File: src/rtl/fetch_stage.sv
// RV32I instruction-fetch stage with IF/ID pipeline register.
// Owns the PC, issues imem requests, handles stall/flush/redirect/halt.
module fetch_stage #(
    parameter logic [31:0] RESET_PC = 32'h0000_0000,
    parameter logic [31:0] NOP_INST = 32'h0000_0013
) (
    input  logic        i_clk,
    input  logic        i_rst,
    input  logic        i_stall,
    input  logic        i_flush,
    input  logic        i_redirect_valid,
    input  logic [31:0] i_redirect_pc,
    input  logic        i_halt_req,
    output logic        o_imem_req,
    output logic [31:0] o_imem_addr,
    input  logic [31:0] i_imem_rdata,
    input  logic        i_imem_ready,
    output logic [31:0] o_if_id_pc,
    output logic [31:0] o_if_id_pc4,
    output logic [31:0] o_if_id_inst,
    output logic        o_if_id_valid,
    output logic        o_misalign_err,
    output logic        o_halted
);

    typedef enum logic [1:0] {
        ST_BOOT   = 2'd0,
        ST_RUN    = 2'd1,
        ST_HALTED = 2'd2
    } state_t;

    state_t      r_state;
    logic [31:0] r_pc;
    logic [31:0] r_if_pc;
    logic [31:0] r_if_pc4;
    logic [31:0] r_if_inst;
    logic        r_if_valid;
    logic        r_misalign;
    logic        r_imem_req;
    logic        r_halted;

    state_t      w_state_nxt;
    logic [31:0] w_pc_nxt;
    logic [31:0] w_if_pc_nxt;
    logic [31:0] w_if_pc4_nxt;
    logic [31:0] w_if_inst_nxt;
    logic        w_if_valid_nxt;
    logic        w_misalign_nxt;
    logic [31:0] w_pc4;

    assign w_pc4 = r_pc + 32'd4;

    // Next-state and next IF/ID contents, highest-priority event first
    always_comb begin
        w_state_nxt    = r_state;
        w_pc_nxt       = r_pc;
        w_if_pc_nxt    = r_if_pc;
        w_if_pc4_nxt   = r_if_pc4;
        w_if_inst_nxt  = r_if_inst;
        w_if_valid_nxt = r_if_valid;
        w_misalign_nxt = 1'b0;
        case (r_state)
            ST_BOOT: begin
                w_state_nxt = ST_RUN;
            end
            ST_RUN: begin
                if (i_redirect_valid) begin
                    w_pc_nxt       = i_redirect_pc & ~32'h0000_0003;
                    w_if_pc_nxt    = r_pc;
                    w_if_pc4_nxt   = w_pc4;
                    w_if_inst_nxt  = NOP_INST;
                    w_if_valid_nxt = 1'b0;
                    w_misalign_nxt = (i_redirect_pc[1:0] != 2'b00);
                end else if (i_halt_req && !i_stall) begin
                    w_state_nxt    = ST_HALTED;
                    w_if_pc_nxt    = r_pc;
                    w_if_pc4_nxt   = w_pc4;
                    w_if_inst_nxt  = NOP_INST;
                    w_if_valid_nxt = 1'b0;
                end else if (i_stall) begin
                    // hold everything; the in-flight word is refetched later
                    w_pc_nxt = r_pc;
                end else if (i_flush) begin
                    w_if_pc_nxt    = r_pc;
                    w_if_pc4_nxt   = w_pc4;
                    w_if_inst_nxt  = NOP_INST;
                    w_if_valid_nxt = 1'b0;
                end else if (i_imem_ready) begin
                    w_pc_nxt       = w_pc4;
                    w_if_pc_nxt    = r_pc;
                    w_if_pc4_nxt   = w_pc4;
                    w_if_inst_nxt  = i_imem_rdata;
                    w_if_valid_nxt = 1'b1;
                end else begin
                    w_if_pc_nxt    = r_pc;
                    w_if_pc4_nxt   = w_pc4;
                    w_if_inst_nxt  = NOP_INST;
                    w_if_valid_nxt = 1'b0;
                end
            end
            ST_HALTED: begin
                w_state_nxt = ST_HALTED;
            end
            default: begin
                // illegal encoding: restart cleanly through BOOT with a bubble
                w_state_nxt    = ST_BOOT;
                w_pc_nxt       = RESET_PC;
                w_if_inst_nxt  = NOP_INST;
                w_if_valid_nxt = 1'b0;
            end
        endcase
    end

    // State, PC and IF/ID pipeline register
    always_ff @(posedge i_clk or posedge i_rst) begin
        if (i_rst) begin
            r_state    <= ST_BOOT;
            r_pc       <= RESET_PC;
            r_if_pc    <= 32'h0000_0000;
            r_if_pc4   <= 32'h0000_0000;
            r_if_inst  <= NOP_INST;
            r_if_valid <= 1'b0;
            r_misalign <= 1'b0;
            r_imem_req <= 1'b0;
            r_halted   <= 1'b0;
        end else begin
            r_state    <= w_state_nxt;
            r_pc       <= w_pc_nxt;
            r_if_pc    <= w_if_pc_nxt;
            r_if_pc4   <= w_if_pc4_nxt;
            r_if_inst  <= w_if_inst_nxt;
            r_if_valid <= w_if_valid_nxt;
            r_misalign <= w_misalign_nxt;
            r_imem_req <= (w_state_nxt == ST_RUN);
            r_halted   <= (w_state_nxt == ST_HALTED);
        end
    end

    assign o_imem_req     = r_imem_req;
    assign o_imem_addr    = r_pc;
    assign o_if_id_pc     = r_if_pc;
    assign o_if_id_pc4    = r_if_pc4;
    assign o_if_id_inst   = r_if_inst;
    assign o_if_id_valid  = r_if_valid;
    assign o_misalign_err = r_misalign;
    assign o_halted       = r_halted;

endmodule

File: config.mk
export PLATFORM = sky130hd
export DESIGN_NAME = fetch_stage
export DESIGN_NICKNAME = d
export VERILOG_FILES = /design/src/rtl/fetch_stage.sv
export SDC_FILE = /design/constraint.sdc
export NUM_CORES = 1
export LEC_CHECK = 0
export BUFFER_PORTS_ARGS = -buffer_cell sky130_fd_sc_hd__buf_4
export CAP_MARGIN = 30
export CORE_UTILIZATION = 52
export CTS_BUF_LIST = sky130_fd_sc_hd__clkbuf_8
export DETAILED_ROUTE_END_ITERATION = 8
export PLACE_DENSITY = 0.83
export SYNTH_ARGS = -nofsm -noshare
export SYNTH_HDL_FRONTEND = slang
export SYNTH_SLANG_ARGS = --single-unit
File: constraint.sdc
create_clock -name i_clk -period 5.8 [get_ports i_clk]
set_clock_uncertainty 0.1 [all_clocks]
set_input_delay 1.16 -clock i_clk [delete_from_list [all_inputs] [get_ports i_clk]]
set_output_delay 1.16 -clock i_clk [all_outputs]
set_load 0.005 [all_outputs]
-- Word-level counts from Yosys, hierarchy flattened
Cells that the tools add are included.
- word-level logic and storage cells: 58
- input port bits: 71
- output and inout port bits: 132
- bits in registers: 134
- bitwise gates (word level): 1
- multiplexer cells: 29
- reduce and logical (&&, ||, !) cells: 8
- equality and inequality tests: 10
- add/sub/neg operators: 1
- operator list (cell ; number):
    $mux 32 ; 16
    $pmux 32 s2 ; 2
    $add 32x3->32 const B ; 1
    $ne 3x3->1 const B ; 4
    $mux 1 ; 7
    $pmux 2 s3 ; 1
    $reduce_and 5->1 ; 1
    $eq 2x1->1 const B ; 2
    $eq 2x2->1 const B ; 2
    $mux 2 ; 2
    $ne 4x4->1 const B ; 1
    $reduce_and 2->1 ; 2
    $ne 3x1->1 const B ; 1
    $logic_not 2->1 ; 1
    $pmux 1 s2 ; 1
    $reduce_bool 2->1 ; 1
    $reduce_or 2->1 ; 1
    $logic_and 1x1->1 ; 1
    $logic_not 1->1 ; 1
    $not 1->1 ; 1

-- Longest topological paths before layout
- depth after elaboration: 7
- depth in mapped cells: 7
- mapped depth without buffers: 6

-- Least setup slack after synthesis
No wires, ideal clock.
- kind: input to register
- from: input i_halt_req
- to: register r_pc[31], in the netlist o_imem_addr[31]
- library setup time: 0.104 ns
- arrival time: 2.617 ns
- slack: 2.980 ns
- path buffers: 2
- stages on the path: 7
- cell sequence: or4b_1 > buf_2 > or3_4 > buf_6 > a41oi_2 > o21ai_1 > o311ai_1
- cells in the longest elaborated chain, start to end: 3
- RTL lines (item ; line ; RTL):
    start: declaration ; 13 ; input logic i_halt_req,
    $logic_and 1x1->1 ; 74 ; end else if (i_halt_req && !i_stall) begin
    $ne 3x3->1 (no source line) ; -- ;
    $reduce_and 5->1 (no source line) ; -- ;
    end signal: assignment ; 128 ; r_pc <= w_pc_nxt;
    end: declaration ; 33 ; logic [31:0] r_pc;
No other way between the ends.
A chain may end at the register's enable or synchronous reset.

-- Final worst setup path
- from: input i_halt_req
- to: register r_pc[18], in the netlist o_imem_addr[18]
The elaborated chain is that of the path after synthesis.

==> key figures <==
Status
  • Status: finished clean

Synthesis
  • Mapped Cells: ~600
  • Number of synthesized register bits: 128
  • Area contributors post-synth: dfrtp_1, nand2_1, o21ai_0, a22o_1, xnor2_1
  • Predominant post-synthesis flop cell: dfrtp_1
  • Synth warn: 0
  • Avg Inst Size Synth: 9.73 µm²
  • Post-synth EDFFs: 0
  • Leading area contributor after synthesis: dfrtp_1
  • Post-Syn Area: roughly 5800 µm²
  • Most common cell in the netlist: nand2_1
  • Register area share after synthesis: a little under three fifths
  • Asr flop ratio synth: 100%
  • Top-area cell type share of the netlist area: 54.0%
  • Synth cell types: 52
  • Commonest cells post-synth: nand2_1, dfrtp_1, o21ai_0

Power
  • Total Power: roughly 3.4 mW
  • PwrDens: 445 nW/µm²
  • Leak Pwr: ~3.8 nW
  • Worst vdd ir: 0.000217 V

CTS
  • Post-CTS setup buffer count: 0
  • TritonCTS Buffers: 17
  • TritonCTS clock tree: built
  • H-Tree Level Count: 4
  • Clk buf depth: 2
  • Worst-path clk slew: 0.07 ns
  • Hold bufs inserted after CTS: 0
  • Clk sinks: 128
  • CTS resizes: 0
  • Clock root buffer: clkbuf_8
  • Worst-Skew Late Latency: roughly 0.44 ns

STA
  • Max Clk Rate: around 320 MHz
  • Slew margin rel.: 26.7%
  • Worst-margin pin slew: 1.10 ns
  • RSZ-0062 raised after global routing: false
  • Hold Vio Cnt, Final: 0
  • Fin crit share: between 50 and 60%
  • Final min period: roughly 3.2 ns
  • Final setup fails: 0
  • Final number of max-transition violations: 0
  • Sum Neg Setup Slack: 0 ns

Drt
  • Post-Route WL: between 15000 and 20000 µm
  • WL/cell: ~17 µm
  • DRT antenna net count: 0
  • DR pass1 iterations: 5
  • DR DRC count: 0
  • Vias: between 5000 and 6000
  • Vias per cell: ~5.7
  • Drt initial violations: around 330

Final layout
  • Final instance area: ~7700 µm²
  • Syn-to-layout area delta: 32.6%
  • # diodes: 0
  • Non-filler cells, final: 920
  • Nets@finish: 839
  • Layout cell share with drive strength beyond 1: between 30% and 40%

Die
  • Initial core utilization: a little over half
  • Die Width: 108 µm
  • Std-Cell Rows: 38
  • Top Ports: roughly 200
  • DIE AREA: about 12000 µm²
  • Core Area: 10800 µm²
  • Height of the die: approximately 110 µm

Place
  • Dpl cells: 887
  • Port Buffer Count: 196
  • DP HPWL: roughly 11000 µm
  • Post-DP Area: between 7000 and 8000 µm²
  • GP Congestion: around 0.83

Worst setup path
  • Crit path DAT: 3.38 ns
  • R2R setup slack: 3.11 ns
  • Critical Path End: o_imem_addr[18]$_DFFE_PP0P_
  • CP Class: input port to flop
  • CP Launch Type: input port
  • CP Capture Type: flop
  • Worst R2R Path Depth: 6
  • Origin of the worst setup path: i_halt_req
  • Worst r2r dst: o_if_id_pc4[20]$_DFFE_PP0P_
  • Worst EP required: approximately 6 ns
  • RR Startpoint: o_imem_addr[2]$_DFFE_PP0P_
  • Critical path fanouts, max: 13

Global routing
  • Total grt overflow: 0
  • Global-route wire length before repair: roughly 25000 µm
  • Initial antenna violation count: 0
  • Total global-route track usage: 28.8%
  • Vias in the first global route: ~5100
  • Pin count of the biggest net entering global routing: roughly 70

Job
  • Max cap viols: 0

Hold path
  • Hold path depth: 2
  • Class of the worst hold path: flop to flop
==> worst max-delay path, stage by stage <==
cell and delay, ns:
buf_4 0.12, or4b_1 0.67, a21boi_1 0.88, o21ai_0 0.21, a221o_1 0.33
==> kinds of logic (layout without fill, tap and decap cells) <==
group,Yosys count,in the layout,synth area share [%]
compound gates,157,157,18.0
xor+xnor,28,28,4.23
fa+ha+maj,1,1,0.216
buf+inv,60,240,4.82
flops,128,128,55.4
mux,1,1,0.173
other cells,1,6,0.0647
simple gates,219,219,17.1
==> per-stage QoR <==
step / hold WS (ns) / utilization [%] / worst slack [ns]
final: 0.378 / 70.9 / 2.64
after global routing: 0.398 / 70.9 / 2.57
after CTS: 0.381 / 70.7 / 2.73
after detailed placement: 0.364 / 67.4 / 2.23
after global placement: 0.359 / 66.8 / 2.18
after floorplan: 0.370 / - / 1.13
==> layer usage <==
metal  routed length, µm  track usage (%)  up-vias
li1                    -                -     2397
met3                1300             7.14       33
met1                6760             37.3     2507
met2                7660             45.7      278
met5                   0                0        -
met4                 346             13.1        0
==> flip-flops by register name, indices dropped and copies added, names as in the netlist <==
register	count
o_halted	1
o_if_id_valid	1
o_if_id_inst	32
o_imem_req	1
r_state	2
o_if_id_pc4	30
o_imem_addr	30
o_if_id_pc	30
o_misalign_err	1
==> power breakdown <==
group,internal (mW),switching [mW]
sequential,1.16,0.327
combinational,0.602,0.617
clock,0.373,0.338
total,2.14,1.28
==> cell type report <==
class                   count  area, µm²
flip-flops and latches    128       3210
fillers                   839       3160
multi-input cells         412       2340
repair buffers            203       1570
clock buffers              21        289
well taps                 140        175
clock inverters            11       76.3
inverters                   5       23.8
==> cell usage in the layout, fill, tap and decap left out, types with 6 or more instances in the layout <==
master,synthesis,routed
buf_4,7,199
nand2_1,148,148
dfrtp_1,125,125
o21ai_0,54,53
a22o_1,29,29
clkbuf_8,0,21
nor2_1,17,17
xnor2_1,16,16
a21oi_1,14,14
nand4_1,12,12
o21ai_1,12,12
xor2_1,12,12
a22oi_1,11,11
nand3_1,9,9
inv_1,5,9
a31oi_1,7,7
o311ai_1,6,6
o2bb2ai_1,6,6
nor3_1,6,6
conb_1,1,6
==> how the worst min path moves through the flow <==
stage / start / end
floorplan: o_if_id_pc4[3]$_DFFE_PP0P_ / o_if_id_pc4[3]$_DFFE_PP0P_
global placement: o_if_id_pc[5]$_DFFE_PP0P_ / o_if_id_pc[5]$_DFFE_PP0P_
detailed placement: o_if_id_pc[30]$_DFFE_PP0P_ / o_if_id_pc[30]$_DFFE_PP0P_
CTS: o_if_id_pc[4]$_DFFE_PP0P_ / o_if_id_pc[4]$_DFFE_PP0P_
global route: o_if_id_pc[22]$_DFFE_PP0P_ / o_if_id_pc[22]$_DFFE_PP0P_
finish: o_if_id_pc4[28]$_DFFE_PP0P_ / o_if_id_pc4[28]$_DFFE_PP0P_
No activity file was read; power rests on OpenSTA's default activity.
